### config.mk
export PLATFORM = sky130hd
export DESIGN_NAME = gpi_irq
export DESIGN_NICKNAME = d
export VERILOG_FILES = /design/src/rtl/gpi_irq.sv
export SDC_FILE = /design/constraint.sdc
export NUM_CORES = 1
export LEC_CHECK = 0
export ABC_AREA = 0
export CORE_MARGIN = 2
export CORE_UTILIZATION = 40
export CTS_CLUSTER_SIZE = 12
export DETAILED_ROUTE_END_ITERATION = 7
export SLEW_MARGIN = 5
export SYNTH_ARGS = -nofsm -noshare
export SYNTH_HDL_FRONTEND = slang
export SYNTH_SLANG_ARGS = --single-unit
### constraint.sdc
create_clock -name clk -period 1.1 [get_ports clk]
set_input_delay 0.22 -clock clk [delete_from_list [all_inputs] [get_ports clk]]
set_output_delay 0.22 -clock clk [all_outputs]
set_load 0.01 [all_outputs]
### src/rtl/gpi_irq.sv
`default_nettype none
// ============================================================================
// Module   : gpi_irq
// Purpose  : CSR-mapped general-purpose input block. It synchronises
//            asynchronous pins, exposes their level, latches selected edges
//            into sticky pending bits, and drives one level interrupt.
// Ports    : clk     - clock
//            rst     - synchronous active-high reset
//            csr_a   - CSR address (5 bits)
//            csr_di  - CSR write data (8 bits)
//            csr_we  - CSR write strobe, one cycle per write
//            csr_do  - CSR read data, registered
//            in      - asynchronous input pins (NUM_GPIOS bits)
//            irq     - interrupt request, active-high level, registered
// Register map (offset from BASE_ADDR):
//            +0 DATA RO, +1 IP W1C, +2 IE RW, +3 EDGE RW (0 rise / 1 fall)
// Revision : 1.0 - initial release
// ============================================================================
module gpi_irq #(
    parameter logic [4:0] BASE_ADDR = 5'b0,
    parameter int         NUM_GPIOS = 8
) (
    input  logic                 clk,
    input  logic                 rst,
    input  logic [4:0]           csr_a,
    input  logic [7:0]           csr_di,
    input  logic                 csr_we,
    output logic [7:0]           csr_do,
    input  logic [NUM_GPIOS-1:0] in,
    output logic                 irq
);

    // Bits at and above NUM_GPIOS are never stored, so they read as zero.
    localparam logic [7:0] c_pin_mask = 8'hFF >> (8 - NUM_GPIOS);
    localparam logic [1:0] c_off_data = 2'd0;
    localparam logic [1:0] c_off_ip   = 2'd1;
    localparam logic [1:0] c_off_ie   = 2'd2;
    localparam logic [1:0] c_off_edge = 2'd3;
    localparam logic [1:0] c_armed    = 2'd3;

    logic [NUM_GPIOS-1:0] r_sync1;
    logic [NUM_GPIOS-1:0] r_sync2;
    logic [NUM_GPIOS-1:0] r_prev;
    logic [1:0]           r_arm;
    logic [7:0]           r_ip;
    logic [7:0]           r_ie;
    logic [7:0]           r_edge;
    logic [7:0]           r_csr_do;
    logic                 r_irq;

    logic [4:0] w_off;
    logic       w_hit;
    logic [7:0] w_level;
    logic [7:0] w_last;
    logic [7:0] w_rise;
    logic [7:0] w_fall;
    logic [7:0] w_ev;
    logic [7:0] w_clr;
    logic       w_ie_we;
    logic       w_edge_we;
    logic [7:0] w_rd;

    // BASE_ADDR <= 28 guarantees that an address below the window wraps to
    // an offset of at least 4, so the upper offset bits alone decode the hit.
    assign w_off = csr_a - BASE_ADDR;
    assign w_hit = (w_off[4:2] == 3'b000);

    always_comb begin
        w_level                = 8'h00;
        w_last                 = 8'h00;
        w_level[NUM_GPIOS-1:0] = r_sync2;
        w_last[NUM_GPIOS-1:0]  = r_prev;
    end

    assign w_rise = w_level & ~w_last;
    assign w_fall = w_last & ~w_level;

    // Events are suppressed until the sync pipeline has been refilled after
    // reset, so pins that are already high do not look like rising edges.
    assign w_ev = (r_arm == c_armed) ? ((w_rise & ~r_edge) | (w_fall & r_edge))
                                     : 8'h00;

    assign w_clr     = (csr_we && w_hit && (w_off[1:0] == c_off_ip))
                     ? (csr_di & c_pin_mask) : 8'h00;
    assign w_ie_we   = csr_we && w_hit && (w_off[1:0] == c_off_ie);
    assign w_edge_we = csr_we && w_hit && (w_off[1:0] == c_off_edge);

    always_comb begin
        w_rd = 8'h00;
        if (w_hit) begin
            case (w_off[1:0])
                c_off_data: w_rd = w_level;
                c_off_ip:   w_rd = r_ip;
                c_off_ie:   w_rd = r_ie;
                c_off_edge: w_rd = r_edge;
                default:    w_rd = 8'h00;
            endcase
        end
    end

    always_ff @(posedge clk) begin
        if (rst) begin
            r_sync1  <= '0;
            r_sync2  <= '0;
            r_prev   <= '0;
            r_arm    <= 2'd0;
            r_ip     <= 8'h00;
            r_ie     <= 8'h00;
            r_edge   <= 8'h00;
            r_csr_do <= 8'h00;
            r_irq    <= 1'b0;
        end else begin
            r_sync1 <= in;
            r_sync2 <= r_sync1;
            r_prev  <= r_sync2;
            if (r_arm != c_armed) begin
                r_arm <= r_arm + 2'd1;
            end
            // OR-ing the event after the clear makes a new event win over a
            // simultaneous W1C of the same bit.
            r_ip <= (r_ip & ~w_clr) | w_ev;
            if (w_ie_we) begin
                r_ie <= csr_di & c_pin_mask;
            end
            if (w_edge_we) begin
                r_edge <= csr_di & c_pin_mask;
            end
            r_irq    <= |(r_ip & r_ie);
            r_csr_do <= w_rd;
        end
    end

    assign csr_do = r_csr_do;
    assign irq    = r_irq;

endmodule
`default_nettype wire

==> results.md <==
- The time the final worst path needs with I/O delays and setup is 1.07 ns.
- The die covers 6750 sq um.
- The number of nets in the layout is between 200 and 300.
- The cell with the biggest individual delay on the critical path is sky130_fd_sc_hd__mux4_2.
- Detailed placement finished with a half-perimeter wire length of 3.09 mm.
- The initial antenna violation count is 0.
- The mean post-synth cell area is 11.3 sq um.
- Using the TritonRoute via totals, the vias-per-cell ratio works out to 4.80.
- In this run the worst hold path is classified as in2reg.
- Counting the fill cells in the layout gives 547.
- The fmax is 934 MHz.
- The number of buffers inserted by port buffering is 32.
- The maximum clock path buffer count is 2.
- The number of global-route vias before repair is 1614.
- The average detailed-routed wire length per instance is roughly 14 um.
- The first global-routing pass estimated between 7 and 8 mm of wire.
- The worst path uses 97.3% of the clock period.
- The post-synthesis cell type with the largest combined area is sky130_fd_sc_hd__dfxtp_1.
- The number of cells produced by synthesis is between 200 and 250.
- The total count of max-transition violations in the final report came to 0.
- Clock tree synthesis inserted a total of 9 buffers.
- VDD sags by at most 0.728 mV.
- The final number of hold-violating endpoints is 0.
- After detailed routing, the number of remaining DRC violations is 0.
- The placement-stage worst setup slack is -0.618 ns.
- The data arrival time of the worst path is ~1.3 ns.
- The startpoint-to-endpoint class of the critical path is reg2reg.
- The slew of the pin with the lowest slew margin is 0.361 ns.
- The number of placed I/O pins is 33.
- Sequential cells burn about half of the power.
- Ranked by total cell area, the synthesized netlist is headed by sky130_fd_sc_hd__dfxtp_1 (48%), sky130_fd_sc_hd__nor2b_1 (7.7%), sky130_fd_sc_hd__mux2i_1 (7.0%), sky130_fd_sc_hd__nand2b_1 (6.4%), sky130_fd_sc_hd__mux4_2 (5.5%).
- The delay contributed by the slowest stage of the critical path is between 0.4 and 0.5 ns.
- STA classifies the critical path startpoint as a flop.
- The floorplan step set the die height to 82.2 um.
- The iteration count of the initial detailed-routing pass is 4.
- Once the floorplan was initialized, standard cells occupied 41.3% of the core.
- The share of synthesized area occupied by flip-flops and latches is 48.3%.
- Setup repair after global routing left no endpoint under its margin.
- Across the routed clock network, the largest skew measured is 0.00602 ns.
- Power spread over the standard cell area amounts to roughly 1400 nW/um^2.
- The routed layout has 1652 vias.
- TritonCTS built the clock tree.
- Cells with a size suffix above 1 make up between 20% and 30% of the layout.
- The reported max-cap violation count is 0.
- The share of total power dissipated in the clock network is 39.7%.
- The post-synth net total is 242.
- The utilization of the core after routing is between 50% and 60%.
- CTS built an H-tree with a depth of 3.
- The most used flip-flop cell after synthesis is sky130_fd_sc_hd__dfxtp_1.
- The power spent charging and discharging nets is 0.000972 W.
- Data on the critical path is required at its endpoint by about 1.3 ns.
- The setup TNS is 0 ns.
- Entering global routing, the biggest net connects 41 pins.
- The leakage power is 1.29 nW.
- The most numerous cell in the Yosys netlist is sky130_fd_sc_hd__dfxtp_1.
- In this run, the combinational gates consume 8.9% of the power.
- Clock tree synthesis selected as its root buffer the cell sky130_fd_sc_hd__clkbuf_8.
- The final non-filler cell total is 344.
- The critical path goes through mux4_2, nor2b_1.
- The area added between synthesis and finish is 26.9%.
- The peak fanout along the critical path is 4.
- Final hold analysis gives a worst-case slack of approximately 0.21 ns.
- The count of clock tree sinks is 59.
- Net switching is approximately 22% of the power.
- The synthesized design contains 0 enable-type register cells.
- The final worst-path setup slack is 0.0293 ns.
- The share of synthesized area in the top cell type comes to around half.
- The row count is 28.
- The netlist area before placement is between 2000 and 2500 sq um.
- By count the netlist is led by sky130_fd_sc_hd__dfxtp_1 (59), sky130_fd_sc_hd__nor2b_1 (30), sky130_fd_sc_hd__nand2b_1 (25).
- The yosys synthesis warning count is 0.
- The core box area is around 5900 sq um.
- Setup violations remaining at the end of the flow were counted as 0.
- The insertion delay to the later sink of the worst-skew pair is 0.33 ns.
- The number of antenna diodes in the final layout is 0.
- The die extent in x is between 80 and 90 um.
- The residual overflow from global routing is 0.
- The detailed router finished its first iteration with 70 violations.
- The internal power of the cells totals 0.00337 W.
- At the end of routability-driven placement, the weighted congestion stood at between 0.7 and 0.8.
- The cell family contributing the most delay on the critical path is multiplexers.
- The share of async-settable or async-resettable flops after synthesis is 0%.
- The flow ran to the end, and the final reports show no timing, DRC or antenna violations.
- The synthesized design contains 59 register bits.
- The placed cell count is 323.
- The endpoint kind of the worst setup timing path is a flop.
- The worst slew margin relative to its limit is about 76%.
- The count of buffer and inverter cells on the critical path is 0.
- Across every metal layer, demand over resource in global routing totals between 15 and 20%.
- The remaining number of nets flagged by the antenna check after routing is 0.
- The synthesized netlist contains 30 unique library cells.
- Clock-pin slew was measured on the worst setup and hold paths at about 0.070 ns.
- The routed wire length is 4.73 mm.
-- cell families after synthesis --
family	count (synthesis)	share of synthesized area [%]
AND/OR/NAND/NOR	90	25.3
flip-flops	59	48.3
multiplexers	25	14.6
AO/OA/AOI/OAI	21	6.40
buffers and inverters	20	4.50
XOR/XNOR	1	0.358
adder cells (fa/ha/maj)	1	0.512
-- layout make-up --
class | instances | area [sq um] | share of cell area, %
clock buffer | 14 | 163 | 5.24
sequential | 59 | 1180 | 38.2
tap | 75 | 93.8 | 3.03
timing repair buffer | 48 | 463 | 14.9
clock inverter | 2 | 10.0 | 0.323
inverter | 8 | 30.0 | 0.968
multi-input combinational | 138 | 1160 | 37.3
-- repair_timing --
action                     CTS  global route
setup endpoints to repair   41            25
hold endpoints to repair     0             0
gates resized for setup     37            14
cloned                       3             0
setup buffers                2             0
pin swaps                    2             2
hold buffers                 0             0
-- flip-flops by register name, summed over array words and instances (netlist names) --
signal,flops
r_edge,8
r_sync2,8
r_sync1,8
irq,1
r_ip,8
r_arm,2
r_ie,8
csr_do,8
r_prev,8
-- cells in the final DEF, fill, tap and decap left out, types with 2 or more instances in the layout --
cell | synthesis | routed
sky130_fd_sc_hd__mux4_1 | 2 | 2
sky130_fd_sc_hd__nor2b_1 | 30 | 30
sky130_fd_sc_hd__buf_12 | 0 | 3
sky130_fd_sc_hd__buf_2 | 1 | 7
sky130_fd_sc_hd__clkbuf_8 | 0 | 11
sky130_fd_sc_hd__buf_4 | 1 | 9
sky130_fd_sc_hd__clkbuf_2 | 0 | 7
sky130_fd_sc_hd__dlygate4sd2_1 | 0 | 2
sky130_fd_sc_hd__clkbuf_1 | 5 | 3
sky130_fd_sc_hd__clkdlybuf4s50_1 | 0 | 16
sky130_fd_sc_hd__a22oi_1 | 4 | 4
sky130_fd_sc_hd__o32ai_1 | 7 | 7
sky130_fd_sc_hd__mux2i_1 | 17 | 17
sky130_fd_sc_hd__and3b_1 | 8 | 8
sky130_fd_sc_hd__clkinv_2 | 0 | 2
sky130_fd_sc_hd__mux4_2 | 6 | 6
sky130_fd_sc_hd__dfxtp_1 | 59 | 56
sky130_fd_sc_hd__bufbuf_16 | 0 | 2
sky130_fd_sc_hd__nand2b_1 | 25 | 25
sky130_fd_sc_hd__nor2_1 | 10 | 10
sky130_fd_sc_hd__a21oi_1 | 8 | 8
sky130_fd_sc_hd__inv_1 | 8 | 8
sky130_fd_sc_hd__and3_1 | 7 | 7
sky130_fd_sc_hd__dfxtp_2 | 0 | 3
sky130_fd_sc_hd__nor2b_4 | 2 | 2
-- routing by layer --
layer | part of all wire, % | wire length, um | track usage [%]
met1 | 48 | 2260 | 21.1
met2 | 45 | 2110 | 24.1
met3 | 5.4 | 253 | 4.67
met4 | 2.3 | 110 | 9.50
met5 | 0 | 0 | 0
-- worst register-to-register path, delay by kind of cell (launching register included) --
family	cells	cell delay [ns]
and+or+nand+nor	1	0.15
DFF	1	0.33
muxes	1	0.48
-- metrics by stage --
step	power (W)	area, sq um
floorplan	0.00247	2440
global placement	0.00264	2890
detailed placement	0.00264	2890
CTS	0.00440	3150
global route	0.00455	3100
finish	0.00434	3100
-- power groups by stage --
stage	Clock (W)	Sequential (W)	Combinational, W
after global placement	0	0.00228	0.000360
final	0.00172	0.00223	0.000386
after CTS	0.00178	0.00223	0.000395
after detailed placement	0	0.00228	0.000363
after global routing	0.00189	0.00224	0.000421
after floorplan	0	0.00227	0.000200
-- final timing paths --
kind | from | cells past startpoint | slack, ns | end
min reg2reg | r_sync1[0] | 1 | 0.44 | r_sync2[0]
min | rst | 3 | 0.21 | r_arm[1]
max | r_edge[5] | 2 | 0.03 | csr_do[5]
max reg2reg | r_edge[5] | 2 | 0.03 | csr_do[5]
Power figures use the tool's default switching activity.
==> variant (same settings) <==
The parameter `NUM_GPIOS` goes from 8 to 7.
--- a/src/rtl/gpi_irq.sv
+++ b/src/rtl/gpi_irq.sv
@@ -20,3 +20,3 @@
     parameter logic [4:0] BASE_ADDR = 5'b0,
-    parameter int         NUM_GPIOS = 8
+    parameter int         NUM_GPIOS = 7
 ) (
Interface: changed (resized in); port bits go from 33 to 32. No check against the original RTL was run, so the function may have changed too.
==> variant against the unedited design <==
Core utilization up 0.82 points. Setup slack lost 5.0 ps. Sequential cell count fell by 7. Wire length is 5.0% lower. Final area down 13%. Area after synthesis is 14% lower. Clock skew up 1.1 ps. Synthesized cell count is 12% lower. Power shrank 24%.
==> variant: results (changes against the unedited design) <==
outcome completed; Non-clock buffer share 0.174 (+0.0250); Post-CTS Setup Bufs 0 (-2); DP Area 2550 µm² (-12%); H-tree Lvls 2 (-1); first-pass GRT wire length 7.33 mm (-7.9%); Synth Net Count 215 (-11%); Crit path largest cell delay 270 ps (-210 ps); Non-clock buffers 47 (-2.1%); largest net degree at the start of global routing 17 (-59%); pre-CTS setup slack -600 ps (+17.6 ps); register area share after synthesis 0.497 (+0.0142); Reg clk slew, reported paths 90 ps (+20 ps); Avg WL per Cell 14.9 µm (+8.2%); initial DRC count 90 (+29%); gr usage total 0.163 (-0.000324); Crit-path slowest cell bufbuf_16; fill cell count 474 (-13%); fin nets 258 (-11%); Storage cell area 1040 µm² (-12%); final clock skew 7.11 ps (+1.09 ps); reg2reg start r_edge[4]; Top Family by Delay on Critical Path buffers and inverters; Switching Share 0.225 (+0.00126); Area contributors post-synth dfxtp_1, nor2b_1, mux4_2, mux2i_1, nand2b_1; sequential share of power 0.594 (+0.080); Adder-Cell Fraction of Synth Area 0.00598 (+0.000860); CP Max Fanout 7 (+3); xor/xnor cell area share of the yosys netlist 0.00418 (+0.000602); layout cells sized above 1 0.198 (-0.0322); Worst VDD drop 0.000629 V (-14%); hpwl dp 3.15 mm (+1.8%); TritonCTS Buffers 5 (-4); count of input and output buffers 29 (-9.4%)
## variant: cell count changes in the layout (fill, tap and decap cells not counted), sizes merged, moves of 2 or more
cell | unedited run | this run
dfxtp | 59 | 52
clkbuf | 21 | 12
clkinv | 2 | 0
nor2b | 33 | 29
a22oi | 4 | 2
buf | 20 | 18
clkdlybuf4s50 | 16 | 14
clkdlybuf4s15 | 1 | 3
mux2i | 17 | 15
and3b | 9 | 7
nand2b | 25 | 22
## variant: layer usage
layer	track usage	share of wire	wire length, µm	up-vias
met3	0.0521	0.063	281	10
met5	0	0	0	-
met4	0.0655	0.016	70	0
met2	0.273	0.48	2160	41
met1	0.193	0.44	1980	712
li1	-	-	-	741
## variant: final timing paths
check / to / cells after the start / slack [ps]
setup reg to reg: csr_do[4] / 2 / 50
setup / recovery: r_ip[5] / 6 / 20
hold / removal: csr_do[3] / 4 / 370
hold reg to reg: r_sync2[5] / 1 / 440
